### src/rtl/alu_ctrl_decode_pkg.sv
// Shared constants for the RV64 execute-stage decode front end: datapath
// widths, ALU operation codes, major opcodes, immediate builders and the
// ID/EX bundle layout.
package alu_ctrl_decode_pkg;

  localparam int DATA_BITS     = 64;
  localparam int ALU_CTRL_BITS = 5;

  // ALU operation codes consumed by the execute stage.
  localparam logic [ALU_CTRL_BITS-1:0] ALU_ADD   = 5'd0;
  localparam logic [ALU_CTRL_BITS-1:0] ALU_SUB   = 5'd1;
  localparam logic [ALU_CTRL_BITS-1:0] ALU_SLL   = 5'd2;
  localparam logic [ALU_CTRL_BITS-1:0] ALU_SLT   = 5'd3;
  localparam logic [ALU_CTRL_BITS-1:0] ALU_SLTU  = 5'd4;
  localparam logic [ALU_CTRL_BITS-1:0] ALU_XOR   = 5'd5;
  localparam logic [ALU_CTRL_BITS-1:0] ALU_SRL   = 5'd6;
  localparam logic [ALU_CTRL_BITS-1:0] ALU_SRA   = 5'd7;
  localparam logic [ALU_CTRL_BITS-1:0] ALU_OR    = 5'd8;
  localparam logic [ALU_CTRL_BITS-1:0] ALU_AND   = 5'd9;
  localparam logic [ALU_CTRL_BITS-1:0] ALU_LUI   = 5'd10;
  localparam logic [ALU_CTRL_BITS-1:0] ALU_AUIPC = 5'd11;
  localparam logic [ALU_CTRL_BITS-1:0] ALU_SLLW  = 5'd12;
  localparam logic [ALU_CTRL_BITS-1:0] ALU_SRLW  = 5'd13;
  localparam logic [ALU_CTRL_BITS-1:0] ALU_SRAW  = 5'd14;

  // RV64I major opcodes (instr[6:0]).
  localparam logic [6:0] OPC_LOAD       = 7'b0000011;
  localparam logic [6:0] OPC_OP_IMM     = 7'b0010011;
  localparam logic [6:0] OPC_AUIPC      = 7'b0010111;
  localparam logic [6:0] OPC_OP_IMM_32  = 7'b0011011;
  localparam logic [6:0] OPC_STORE      = 7'b0100011;
  localparam logic [6:0] OPC_OP         = 7'b0110011;
  localparam logic [6:0] OPC_LUI        = 7'b0110111;
  localparam logic [6:0] OPC_OP_32      = 7'b0111011;
  localparam logic [6:0] OPC_BRANCH     = 7'b1100011;
  localparam logic [6:0] OPC_JALR       = 7'b1100111;
  localparam logic [6:0] OPC_JAL        = 7'b1101111;

  // Decoded bundle held in the ID/EX register.
  typedef struct packed {
    logic [ALU_CTRL_BITS-1:0] alu_op;
    logic [DATA_BITS-1:0]     imm;
    logic                     a_sel;
    logic                     b_sel;
    logic                     w_op;
    logic                     illegal;
  } id_ex_t;

  // Immediate formats, all sign-extended from instr[31].
  function automatic logic [DATA_BITS-1:0] imm_itype(input logic [31:0] ins);
    return {{(DATA_BITS-12){ins[31]}}, ins[31:20]};
  endfunction

  function automatic logic [DATA_BITS-1:0] imm_stype(input logic [31:0] ins);
    return {{(DATA_BITS-12){ins[31]}}, ins[31:25], ins[11:7]};
  endfunction

  function automatic logic [DATA_BITS-1:0] imm_btype(input logic [31:0] ins);
    return {{(DATA_BITS-13){ins[31]}}, ins[31], ins[7], ins[30:25], ins[11:8], 1'b0};
  endfunction

  function automatic logic [DATA_BITS-1:0] imm_utype(input logic [31:0] ins);
    return {{(DATA_BITS-32){ins[31]}}, ins[31:12], 12'h000};
  endfunction

  function automatic logic [DATA_BITS-1:0] imm_jtype(input logic [31:0] ins);
    return {{(DATA_BITS-21){ins[31]}}, ins[31], ins[19:12], ins[20], ins[30:21], 1'b0};
  endfunction

  // funct3 to ALU op for the OP/OP-IMM group; alt selects SUB/SRA.
  function automatic logic [ALU_CTRL_BITS-1:0] f3_op(input logic [2:0] f3, input logic alt);
    logic [ALU_CTRL_BITS-1:0] op;
    case (f3)
      3'b000:  op = alt ? ALU_SUB : ALU_ADD;
      3'b001:  op = ALU_SLL;
      3'b010:  op = ALU_SLT;
      3'b011:  op = ALU_SLTU;
      3'b100:  op = ALU_XOR;
      3'b101:  op = alt ? ALU_SRA : ALU_SRL;
      3'b110:  op = ALU_OR;
      3'b111:  op = ALU_AND;
      default: op = ALU_ADD;
    endcase
    return op;
  endfunction

endpackage

### src/rtl/alu_ctrl_decode_op_dec.sv
// Purely combinational RV64I decoder: instruction word to ALU op, immediate,
// operand selects, 32-bit-op flag and illegal flag.
module alu_op_dec
  import alu_ctrl_decode_pkg::*;
(
  input  logic [31:0]              instr_i,
  output logic [ALU_CTRL_BITS-1:0] alu_op_o,
  output logic [DATA_BITS-1:0]     imm_o,
  output logic                     a_sel_o,
  output logic                     b_sel_o,
  output logic                     w_op_o,
  output logic                     illegal_o
);

  logic [6:0]               opcode_s;
  logic [2:0]               funct3_s;
  logic [6:0]               funct7_s;
  logic [5:0]               funct6_s;
  logic [DATA_BITS-1:0]     shamt6_s;
  logic [DATA_BITS-1:0]     shamt5_s;
  logic [ALU_CTRL_BITS-1:0] dec_op_s;
  logic [DATA_BITS-1:0]     dec_imm_s;
  logic                     dec_a_s;
  logic                     dec_b_s;
  logic                     dec_w_s;
  logic                     dec_bad_s;

  assign opcode_s = instr_i[6:0];
  assign funct3_s = instr_i[14:12];
  assign funct7_s = instr_i[31:25];
  assign funct6_s = instr_i[31:26];
  assign shamt6_s = {{(DATA_BITS-6){1'b0}}, instr_i[25:20]};
  assign shamt5_s = {{(DATA_BITS-5){1'b0}}, instr_i[24:20]};

  // Per-opcode field decode; legality is collected in dec_bad_s.
  always_comb begin
    dec_op_s  = ALU_ADD;
    dec_imm_s = '0;
    dec_a_s   = 1'b0;
    dec_b_s   = 1'b0;
    dec_w_s   = 1'b0;
    dec_bad_s = 1'b0;
    case (opcode_s)
      OPC_OP_IMM: begin
        dec_b_s   = 1'b1;
        dec_op_s  = f3_op(funct3_s, 1'b0);
        dec_imm_s = imm_itype(instr_i);
        if (funct3_s == 3'b001) begin
          dec_imm_s = shamt6_s;
          dec_bad_s = (funct6_s != 6'b000000);
        end else if (funct3_s == 3'b101) begin
          dec_imm_s = shamt6_s;
          if (funct6_s == 6'b000000) begin
            dec_op_s = ALU_SRL;
          end else if (funct6_s == 6'b010000) begin
            dec_op_s = ALU_SRA;
          end else begin
            dec_bad_s = 1'b1;
          end
        end else begin
          dec_bad_s = 1'b0;
        end
      end
      OPC_OP: begin
        dec_op_s  = f3_op(funct3_s, instr_i[30]);
        dec_bad_s = !((funct7_s == 7'b0000000) ||
                      ((funct7_s == 7'b0100000) &&
                       ((funct3_s == 3'b000) || (funct3_s == 3'b101))));
      end
      OPC_OP_IMM_32: begin
        dec_b_s = 1'b1;
        case (funct3_s)
          3'b000: begin
            dec_op_s  = ALU_ADD;
            dec_w_s   = 1'b1;
            dec_imm_s = imm_itype(instr_i);
          end
          3'b001: begin
            dec_op_s  = ALU_SLLW;
            dec_imm_s = shamt5_s;
            dec_bad_s = (funct7_s != 7'b0000000);
          end
          3'b101: begin
            dec_imm_s = shamt5_s;
            if (funct7_s == 7'b0000000) begin
              dec_op_s = ALU_SRLW;
            end else if (funct7_s == 7'b0100000) begin
              dec_op_s = ALU_SRAW;
            end else begin
              dec_bad_s = 1'b1;
            end
          end
          default: dec_bad_s = 1'b1;
        endcase
      end
      OPC_OP_32: begin
        case (funct3_s)
          3'b000: begin
            dec_w_s = 1'b1;
            if (funct7_s == 7'b0000000) begin
              dec_op_s = ALU_ADD;
            end else if (funct7_s == 7'b0100000) begin
              dec_op_s = ALU_SUB;
            end else begin
              dec_bad_s = 1'b1;
            end
          end
          3'b001: begin
            dec_op_s  = ALU_SLLW;
            dec_bad_s = (funct7_s != 7'b0000000);
          end
          3'b101: begin
            if (funct7_s == 7'b0000000) begin
              dec_op_s = ALU_SRLW;
            end else if (funct7_s == 7'b0100000) begin
              dec_op_s = ALU_SRAW;
            end else begin
              dec_bad_s = 1'b1;
            end
          end
          default: dec_bad_s = 1'b1;
        endcase
      end
      OPC_LUI: begin
        dec_op_s  = ALU_LUI;
        dec_b_s   = 1'b1;
        dec_imm_s = imm_utype(instr_i);
      end
      OPC_AUIPC: begin
        dec_op_s  = ALU_AUIPC;
        dec_a_s   = 1'b1;
        dec_b_s   = 1'b1;
        dec_imm_s = imm_utype(instr_i);
      end
      OPC_LOAD, OPC_JALR: begin
        dec_b_s   = 1'b1;
        dec_imm_s = imm_itype(instr_i);
      end
      OPC_STORE: begin
        dec_b_s   = 1'b1;
        dec_imm_s = imm_stype(instr_i);
      end
      OPC_BRANCH: begin
        dec_op_s  = ALU_SUB;
        dec_imm_s = imm_btype(instr_i);
      end
      OPC_JAL: begin
        dec_a_s   = 1'b1;
        dec_b_s   = 1'b1;
        dec_imm_s = imm_jtype(instr_i);
      end
      default: dec_bad_s = 1'b1;
    endcase
  end

  // An undecodable word collapses to a neutral ADD bundle flagged illegal.
  assign alu_op_o  = dec_bad_s ? ALU_ADD : dec_op_s;
  assign imm_o     = dec_bad_s ? '0      : dec_imm_s;
  assign a_sel_o   = dec_bad_s ? 1'b0    : dec_a_s;
  assign b_sel_o   = dec_bad_s ? 1'b0    : dec_b_s;
  assign w_op_o    = dec_bad_s ? 1'b0    : dec_w_s;
  assign illegal_o = dec_bad_s;

endmodule

### src/rtl/alu_ctrl_decode.sv
// ID/EX pipeline register around the combinational decoder, with valid/ready
// handshakes on both sides, flush and synchronous reset.
module alu_ctrl_decode
  import alu_ctrl_decode_pkg::*;
(
  input  logic                     clk,
  input  logic                     rst,
  input  logic                     flush,
  input  logic                     in_valid,
  output logic                     in_ready,
  input  logic [31:0]              instr,
  output logic                     out_valid,
  input  logic                     out_ready,
  output logic [ALU_CTRL_BITS-1:0] alu_op,
  output logic [DATA_BITS-1:0]     imm,
  output logic                     a_sel,
  output logic                     b_sel,
  output logic                     w_op,
  output logic                     illegal
);

  localparam id_ex_t RESET_BUNDLE = '{alu_op: ALU_ADD, imm: '0, a_sel: 1'b0,
                                      b_sel: 1'b0, w_op: 1'b0, illegal: 1'b0};

  id_ex_t dec_s;
  id_ex_t bundle_q;
  id_ex_t bundle_d;
  logic   valid_q;
  logic   valid_d;
  logic   accept_s;

  alu_op_dec u_dec (
    .instr_i   (instr),
    .alu_op_o  (dec_s.alu_op),
    .imm_o     (dec_s.imm),
    .a_sel_o   (dec_s.a_sel),
    .b_sel_o   (dec_s.b_sel),
    .w_op_o    (dec_s.w_op),
    .illegal_o (dec_s.illegal)
  );

  // The slot can take a new word when empty or when it is draining this cycle.
  assign in_ready = !valid_q | out_ready;
  assign accept_s = in_valid & in_ready;

  // Next state: flush wins over accept; a drain without refill empties the slot.
  always_comb begin
    valid_d  = valid_q;
    bundle_d = bundle_q;
    if (flush) begin
      valid_d = 1'b0;
    end else if (accept_s) begin
      valid_d  = 1'b1;
      bundle_d = dec_s;
    end else if (out_ready) begin
      valid_d = 1'b0;
    end else begin
      valid_d = valid_q;
    end
  end

  // Pipeline register with synchronous reset overriding flush and accept.
  always_ff @(posedge clk) begin
    if (rst) begin
      valid_q  <= 1'b0;
      bundle_q <= RESET_BUNDLE;
    end else begin
      valid_q  <= valid_d;
      bundle_q <= bundle_d;
    end
  end

  assign out_valid = valid_q;
  assign alu_op    = bundle_q.alu_op;
  assign imm       = bundle_q.imm;
  assign a_sel     = bundle_q.a_sel;
  assign b_sel     = bundle_q.b_sel;
  assign w_op      = bundle_q.w_op;
  assign illegal   = bundle_q.illegal;

endmodule

### config.mk
export PLATFORM = sky130hd
export DESIGN_NAME = alu_ctrl_decode
export DESIGN_NICKNAME = d
export VERILOG_FILES = /design/src/rtl/alu_ctrl_decode_pkg.sv /design/src/rtl/alu_ctrl_decode_op_dec.sv /design/src/rtl/alu_ctrl_decode.sv
export SDC_FILE = /design/constraint.sdc
export NUM_CORES = 1
export LEC_CHECK = 0
export CAP_MARGIN = 20
export CORE_ASPECT_RATIO = 0.8
export CORE_MARGIN = 10
export CORE_UTILIZATION = 43
export DETAILED_ROUTE_END_ITERATION = 16
export GPL_TIMING_DRIVEN = 0
export PLACE_DENSITY = 0.84
export SLEW_MARGIN = 20
export SYNTH_ARGS = -nofsm -noshare
export SYNTH_HDL_FRONTEND = slang
export SYNTH_SLANG_ARGS = --single-unit
export TNS_END_PERCENT = 1
### constraint.sdc
create_clock -name clk -period 2.7 [get_ports clk]
set_clock_uncertainty 0.2 [all_clocks]
set_input_delay 0.54 -clock clk [delete_from_list [all_inputs] [get_ports clk]]
set_output_delay 0.54 -clock clk [all_outputs]
set_load 0.03 [all_outputs]
==> impl_metrics.py, run 1 <==
metrics = {
    "synth": {
        "yosysWarnings": 0,
        "async_set_or_reset_flop_fraction_in_the_synthesized_netlist_pct": 0,
        "syn-mean-instance-area_um2": 7.57,
        "post_synthesis_cells": 346,
        "synth_seq_area_share_pct": 31.4,
        "synth.ff_latch_count": 41,
        "synth_enable_flop_cells": 0,
        "postSynthNetCount": 387,
        "syn-cell-area_um2": 2620,
        "yosysUniqueCellTypes": 58,
        "primary_ff_master_synth": "dfxtp_1",
    },
    "finish": {
        "most-common-layout-cells": "clkdlybuf4s50_1, nand2_1, dfxtp_1",
        "fillCellCount": 496,
        "fin_nets": 507,
        "layout.cells.most_common": "clkdlybuf4s50_1",
        "final_layout_size_suffix_gt1_share_pct": 16.5,
        "stdcell_count": 548,
        "inserted_diodes": 0,
        "syn_to_final_growth_pct": 54.1,
    },
    "run": {
        "drv.max_cap_violation_count": 0,
    },
    "global_route": {
        "globalRouteTotalUtil_pct": 18.5,
        "grt_max_degree": 35,
        "overflow": 0,
        "initial_antenna_violation_count": 0,
        "first_global_vias": 2810,
        "wire_length_of_the_first_global_routing_pass_mm": 14.9,
    },
    "die": {
        "initial_core_util_pct": 44.3,
        "dieHeight_um": 89.8,
        "area_of_the_core_region_um2": 5910,
        "dieWidth_um": 107,
        "floorplan.rows": 25,
        "num_io_pins": 112,
        "dieArea_um2": 9630,
    },
    "routing": {
        "drt_pass1_iterations": 4,
        "drt_iter0_markers": 368,
        "total_wire_length_after_detailed_routing_mm": 9.75,
        "vias_per_cell": 5.44,
        "num_vias": 2983,
        "wl_per_cell_um": 17.8,
        "antenna_left": 0,
        "drc": 0,
    },
    "sta": {
        "hold_violations": 0,
        "shortest_period_the_worst_path_allows_ns": 2.62,
        "finalSetupViolations": 0,
        "period_share_pct": 97.1,
        "finalHoldWorstSlack_ns": 0.249,
        "worstMarginPinSlew_ns": 0.535,
        "worst_slew_margin_rel_pct": 64.3,
        "finalMaxSlewViolations": 0,
        "timing.fmax_mhz": 381,
    },
    "placed_design": {
        "weighted_congestion_reported_at_the_end_of_routability_driven_placement": 0.952,
        "port_buffer_count": 109,
        "post-place-cells": 536,
        "post_dp_hpwl_mm": 7.66,
    },
    "worst_setup_path": {
        "critical_path_required_ns": 2.69,
        "worst-path-buf-inv": 3,
        "worst_path_max_delay_cell": "clkdlybuf4s50_1",
        "worst-setup-path-type": "in -> reg",
        "critical-path-max-stage-delay_ns": 0.56,
        "arrival_ns": 2.61,
        "startpoint_type": "input port",
        "cp-end-kind": "flop",
        "worstPathMaxFanout": 10,
        "timing.critical_path.max_delay_family": "buffers and inverters",
        "crit_chain": "clkdlybuf4s50_1, inv_1, ha_1, and3b_1, o2111ai_4, a31oi_1, buf_2, a21oi_1, o21ai_1",
    },
    "power_and_ir_drop": {
        "power_switching_uw": 354,
        "power.share.sequential_pct": 48.0,
        "max-vdd-ir-drop_uv": 275,
        "power_switching_share_pct": 28.0,
        "p_total_mw": 1.26,
        "share_clk_of_total_power_pct": 33.6,
        "static-leakage-power_nw": 1.50,
        "power_frac_comb_pct": 18.4,
        "power_report.internal_total_uw": 909,
        "powerDensity_nw_per_um2": 313,
    },
    "clocking": {
        "cts-root-to-sink-buffers": 2,
        "clock_tree.htree_level_count": 2,
        "clkSlewWorstSetupHoldPaths_ns": 0.08,
        "postCtsHoldBufs": 0,
        "tritoncts": "done",
        "cts.sinks": 41,
        "worst_skew_pair.late_latency_ns": 0.30,
        "cts_inserted_buffers": 5,
        "cts.root.buffer_cell": "clkbuf_8",
    },
    "status": {
        "outcome": "finished, final reports clean",
    },
    "min_path": {
        "min_path_type": "reg -> reg",
    },
}
[state kept, by name, summed over array words and instances, names as in the netlist]
name,count
alu_op,4
imm,32
b_sel,1
a_sel,1
out_valid,1
illegal,1
w_op,1
[worst reg2reg max path: stages (launching register included)]
cell,delay (ns)
dfxtp_1,0.33
nor2b_1,0.23
nor3b_1,0.12
nor2_1,0.17
buf_1,0.44
clkbuf_1,0.41
nand2_1,0.12
o41ai_2,0.06
[stage by stage]
stage / setup TNS [ns] / utilization [%] / instance area [um2] / setup WS (ns)
2_1_floorplan: 0 / - / 2620 / 0.459
3_3_place_gp: -19.71 / 64.4 / 3810 / -0.581
3_5_place_dp: -20.08 / 64.4 / 3810 / -0.601
4_1_cts: -0.126 / 66.8 / 3950 / -0.0353
5_1_grt: -0.0361 / 68.2 / 4030 / -0.0361
6_report: 0 / 68.2 / 4030 / 0.0779
[final timing paths]
| path | slack (ns) | cells past startpoint | from | end |
|---|---|---|---|---|
| worst max-delay path | 0.08 | 9 | instr[12] | imm[23] |
| worst min-delay path | 0.25 | 2 | imm[12] | imm[12] |
| worst max register to register | 0.54 | 7 | out_valid | b_sel |
| worst min register to register | 0.25 | 2 | imm[12] | imm[12] |
[power groups by stage]
| stage | logic (mW) | registers (mW) | clock network, mW |
|---|---|---|---|
| 6_report | 0.233 | 0.606 | 0.425 |
| 3_3_place_gp | 0.217 | 0.621 | 0 |
| 5_1_grt | 0.249 | 0.606 | 0.455 |
| 2_1_floorplan | 0.104 | 0.625 | 0 |
| 4_1_cts | 0.219 | 0.607 | 0.431 |
| 3_5_place_dp | 0.215 | 0.621 | 0 |
[synthesized netlist by cell type, types with 6 or more instances]
master,count,area (um2)
dfxtp_1,41,821
o21ai_0,19,95.1
nand3_1,11,55.1
nor3_1,7,35.0
a21oi_1,27,135
nor2_1,14,52.6
nand2_1,55,206
nand2b_1,6,37.5
clkbuf_1,13,48.8
nand4_1,6,37.5
o21ai_1,20,100
buf_4,33,248
inv_1,14,52.6
[per-layer routing]
layer / wire, um / vias to the layer above / track usage (%)
li1: - / 1436 / -
met1: 4320 / 1383 / 24.0
met2: 4230 / 148 / 28.5
met3: 1070 / 16 / 6.85
met4: 131 / 0 / 3.60
met5: 0 / - / 0
[repair_timing]
action                     in CTS  in global routing
pin swaps                       2                  3
resized for setup              15                 22
setup buffers                   0                  4
setup endpoints to repair      72                 55
[cells by family (layout without fill, tap and decap cells)]
group	Yosys count	after routing	share of synthesized area, %
AND/OR/NAND/NOR	129	129	26.1
AO/OA/AOI/OAI	104	104	25.0
buffers and inverters	66	187	15.2
flip-flops	41	41	31.4
adder cells (fa/ha/maj)	4	4	1.91
other	1	1	0.143
XOR/XNOR	1	1	0.335
[layout make-up]
class	count	area [um2]	area share, %
flip-flops and latches	41	825	20.4
multi-input cells	239	1480	36.7
inverters	14	52.6	1.30
clock inverters	2	13.8	0.341
repair buffers	113	1120	27.9
plain buffers	52	354	8.78
well taps	81	101	2.51
clock buffers	6	82.6	2.05
(Power assumes the default switching activity.)
==> inputs of run 2 (changes only) <==
--- a/config.mk
+++ b/config.mk
@@ -10,7 +10,7 @@
 export CORE_MARGIN = 10
 export CORE_UTILIZATION = 43
 export DETAILED_ROUTE_END_ITERATION = 16
-export GPL_TIMING_DRIVEN = 0
+export GPL_ROUTABILITY_DRIVEN = 1
 export PLACE_DENSITY = 0.84
 export SLEW_MARGIN = 20
 export SYNTH_ARGS = -nofsm -noshare
==> run 2 against run 1 <==
Effect of this change:
- cell area up 1.5%
- die area unchanged
- fmax grew 1.6%
- final cell count is 1.3% higher
- first-iteration DRC count is 26% lower
- global-route usage is 0.44 points higher
- setup slack better by 0.042 ns
==> impl_metrics.py, run 2 (synthesized netlist as in run 1, its figures left out) <==
metrics = {
    "routing": {
        "total_wire_length_after_detailed_routing_mm": 9.66,
        "antenna_left": 0,
        "drt_pass1_iterations": 4,
        "wl_per_cell_um": 17.4,
        "num_vias": 3023,
        "drc": 0,
        "vias_per_cell": 5.45,
        "drt_iter0_markers": 274,
    },
    "worst_setup_path": {
        "reg2reg_slack_ns": 0.90,
        "critical_path_required_ns": 1.96,
        "worstPathMaxFanout": 3,
        "crit-reg2reg-launch": "out_valid",
        "worst-setup-path-type": "in -> out",
        "cp-end-kind": "output pin",
        "regToRegEndpoint": "b_sel",
        "crit_path_start": "out_ready",
        "startpoint_type": "input port",
        "number_of_cells_traversed_by_the_worst_register_to_register_path": 7,
        "setup.worst_path.end": "in_ready",
        "arrival_ns": 1.84,
    },
    "clocking": {
        "cts_inserted_buffers": 5,
        "clock_tree.htree_level_count": 2,
        "worst_skew_pair.late_latency_ns": 0.29,
        "clkSlewWorstSetupHoldPaths_ns": 0.08,
        "cts.root.buffer_cell": "clkbuf_8",
        "cts-root-to-sink-buffers": 2,
        "postCtsHoldBufs": 0,
        "cts.sinks": 41,
        "tritoncts": "done",
    },
    "sta": {
        "hold_violations": 0,
        "timing.fmax_mhz": 388,
        "finalMaxSlewViolations": 0,
        "grt_setup_unrepaired": "no",
        "period_share_pct": 95.5,
        "worstMarginPinSlew_ns": 0.526,
        "shortest_period_the_worst_path_allows_ns": 2.58,
        "worst_slew_margin_rel_pct": 64.8,
        "finalHoldWorstSlack_ns": 0.248,
        "finalSetupViolations": 0,
    },
    "power_and_ir_drop": {
        "max-vdd-ir-drop_uv": 295,
        "p_total_mw": 1.29,
        "static-leakage-power_nw": 1.51,
        "powerDensity_nw_per_um2": 314,
    },
    "finish": {
        "syn_to_final_growth_pct": 56.4,
        "inserted_diodes": 0,
        "most-common-layout-cells": "clkdlybuf4s50_1, buf_4, nand2_1",
        "layout.cells.most_common": "clkdlybuf4s50_1",
        "fin_nets": 515,
        "final_layout_size_suffix_gt1_share_pct": 17.9,
        "stdcell_count": 555,
        "largest_register_ff_count": 32,
    },
    "die": {
        "dieWidth_um": 107,
        "num_io_pins": 112,
        "dieHeight_um": 89.8,
        "initial_core_util_pct": 44.3,
        "area_of_the_core_region_um2": 5910,
        "floorplan.rows": 25,
        "dieArea_um2": 9630,
    },
    "placed_design": {
        "post_dp_hpwl_mm": 8.07,
        "weighted_congestion_reported_at_the_end_of_routability_driven_placement": 0.955,
        "port_buffer_count": 110,
        "post-place-cells": 548,
    },
    "global_route": {
        "globalRouteTotalUtil_pct": 18.9,
        "wire_length_of_the_first_global_routing_pass_mm": 15.3,
        "first_global_vias": 2967,
        "grt_max_degree": 35,
        "initial_antenna_violation_count": 0,
        "overflow": 0,
    },
    "min_path": {
        "min_path_type": "reg -> reg",
    },
    "run": {
        "drv.max_cap_violation_count": 0,
    },
    "status": {
        "outcome": "finished, final reports clean",
    },
}
==> run 2: worst min path at each step <==
stage | from | depth (start not counted) | slack [ns] | to
after floorplan | a_sel | 2 | 0.37 | a_sel
after global placement | imm[16] | 2 | 0.23 | imm[16]
after detailed placement | imm[20] | 2 | 0.24 | imm[20]
after CTS | imm[15] | 2 | 0.25 | imm[15]
after global routing | imm[16] | 2 | 0.27 | imm[16]
final | imm[15] | 2 | 0.25 | imm[15]
==> run 2: worst max-delay path, cell delays in order <==
cell	delay (ns)
clkdlybuf4s50_1	0.40
nor2b_1	0.21
inv_1	0.09
clkdlybuf4s50_1	0.60
==> run 2: final cells by class <==
class                           instances  area, um2
Inverter                               14       52.6
Sequential cell                        41        821
Multi-Input combinational cell        239       1430
Clock buffer                            6       82.6
Timing Repair Buffer                  173       1600
Clock inverter                          1       7.51
Fill cell                             481       1820
Tap cell                               81        101
==> run 2: report_power, final <==
part           internal [mW]  leakage [nW]  switching, mW
Clock                  0.202        0.0433          0.203
Sequential             0.606         0.330        0.00133
Combinational          0.137          1.13          0.138
Total                  0.945          1.51          0.342
==> run 2: repair_timing <==
item / CTS / global route
resized for setup: 0 / 6
setup buffers: 0 / 0
endpoints found under the setup margin: 0 / 9
==> run 2: stage by stage <==
step	setup WS, ns	area, um2	setup TNS, ns	util, %
after floorplan	0.459	2620	0	-
after global placement	-0.226	3980	-0.399	67.3
after detailed placement	-0.226	3980	-1.85	67.3
after CTS	0.0846	4070	0	68.8
after global routing	0.0385	4090	0	69.2
final	0.120	4090	0	69.2
==> run 2: metal layers <==
metal,vias up,routed length (um),share of wire [%],GRT usage (%)
met5,-,0,0,0
met4,0,94,0.97,3.49
met3,10,1110,12,7.70
met2,140,4380,45,31.1
met1,1413,4070,42,22.7
li1,1460,-,-,-
==> inputs of run 3 (changes only) <==
--- a/config.mk
+++ b/config.mk
@@ -5,7 +5,6 @@
 export SDC_FILE = /design/constraint.sdc
 export NUM_CORES = 1
 export LEC_CHECK = 0
-export CAP_MARGIN = 20
 export CORE_ASPECT_RATIO = 0.8
 export CORE_MARGIN = 10
 export CORE_UTILIZATION = 43
==> results of run 3 <==
Final layout, timing and power as in run 2 (identical DEF).
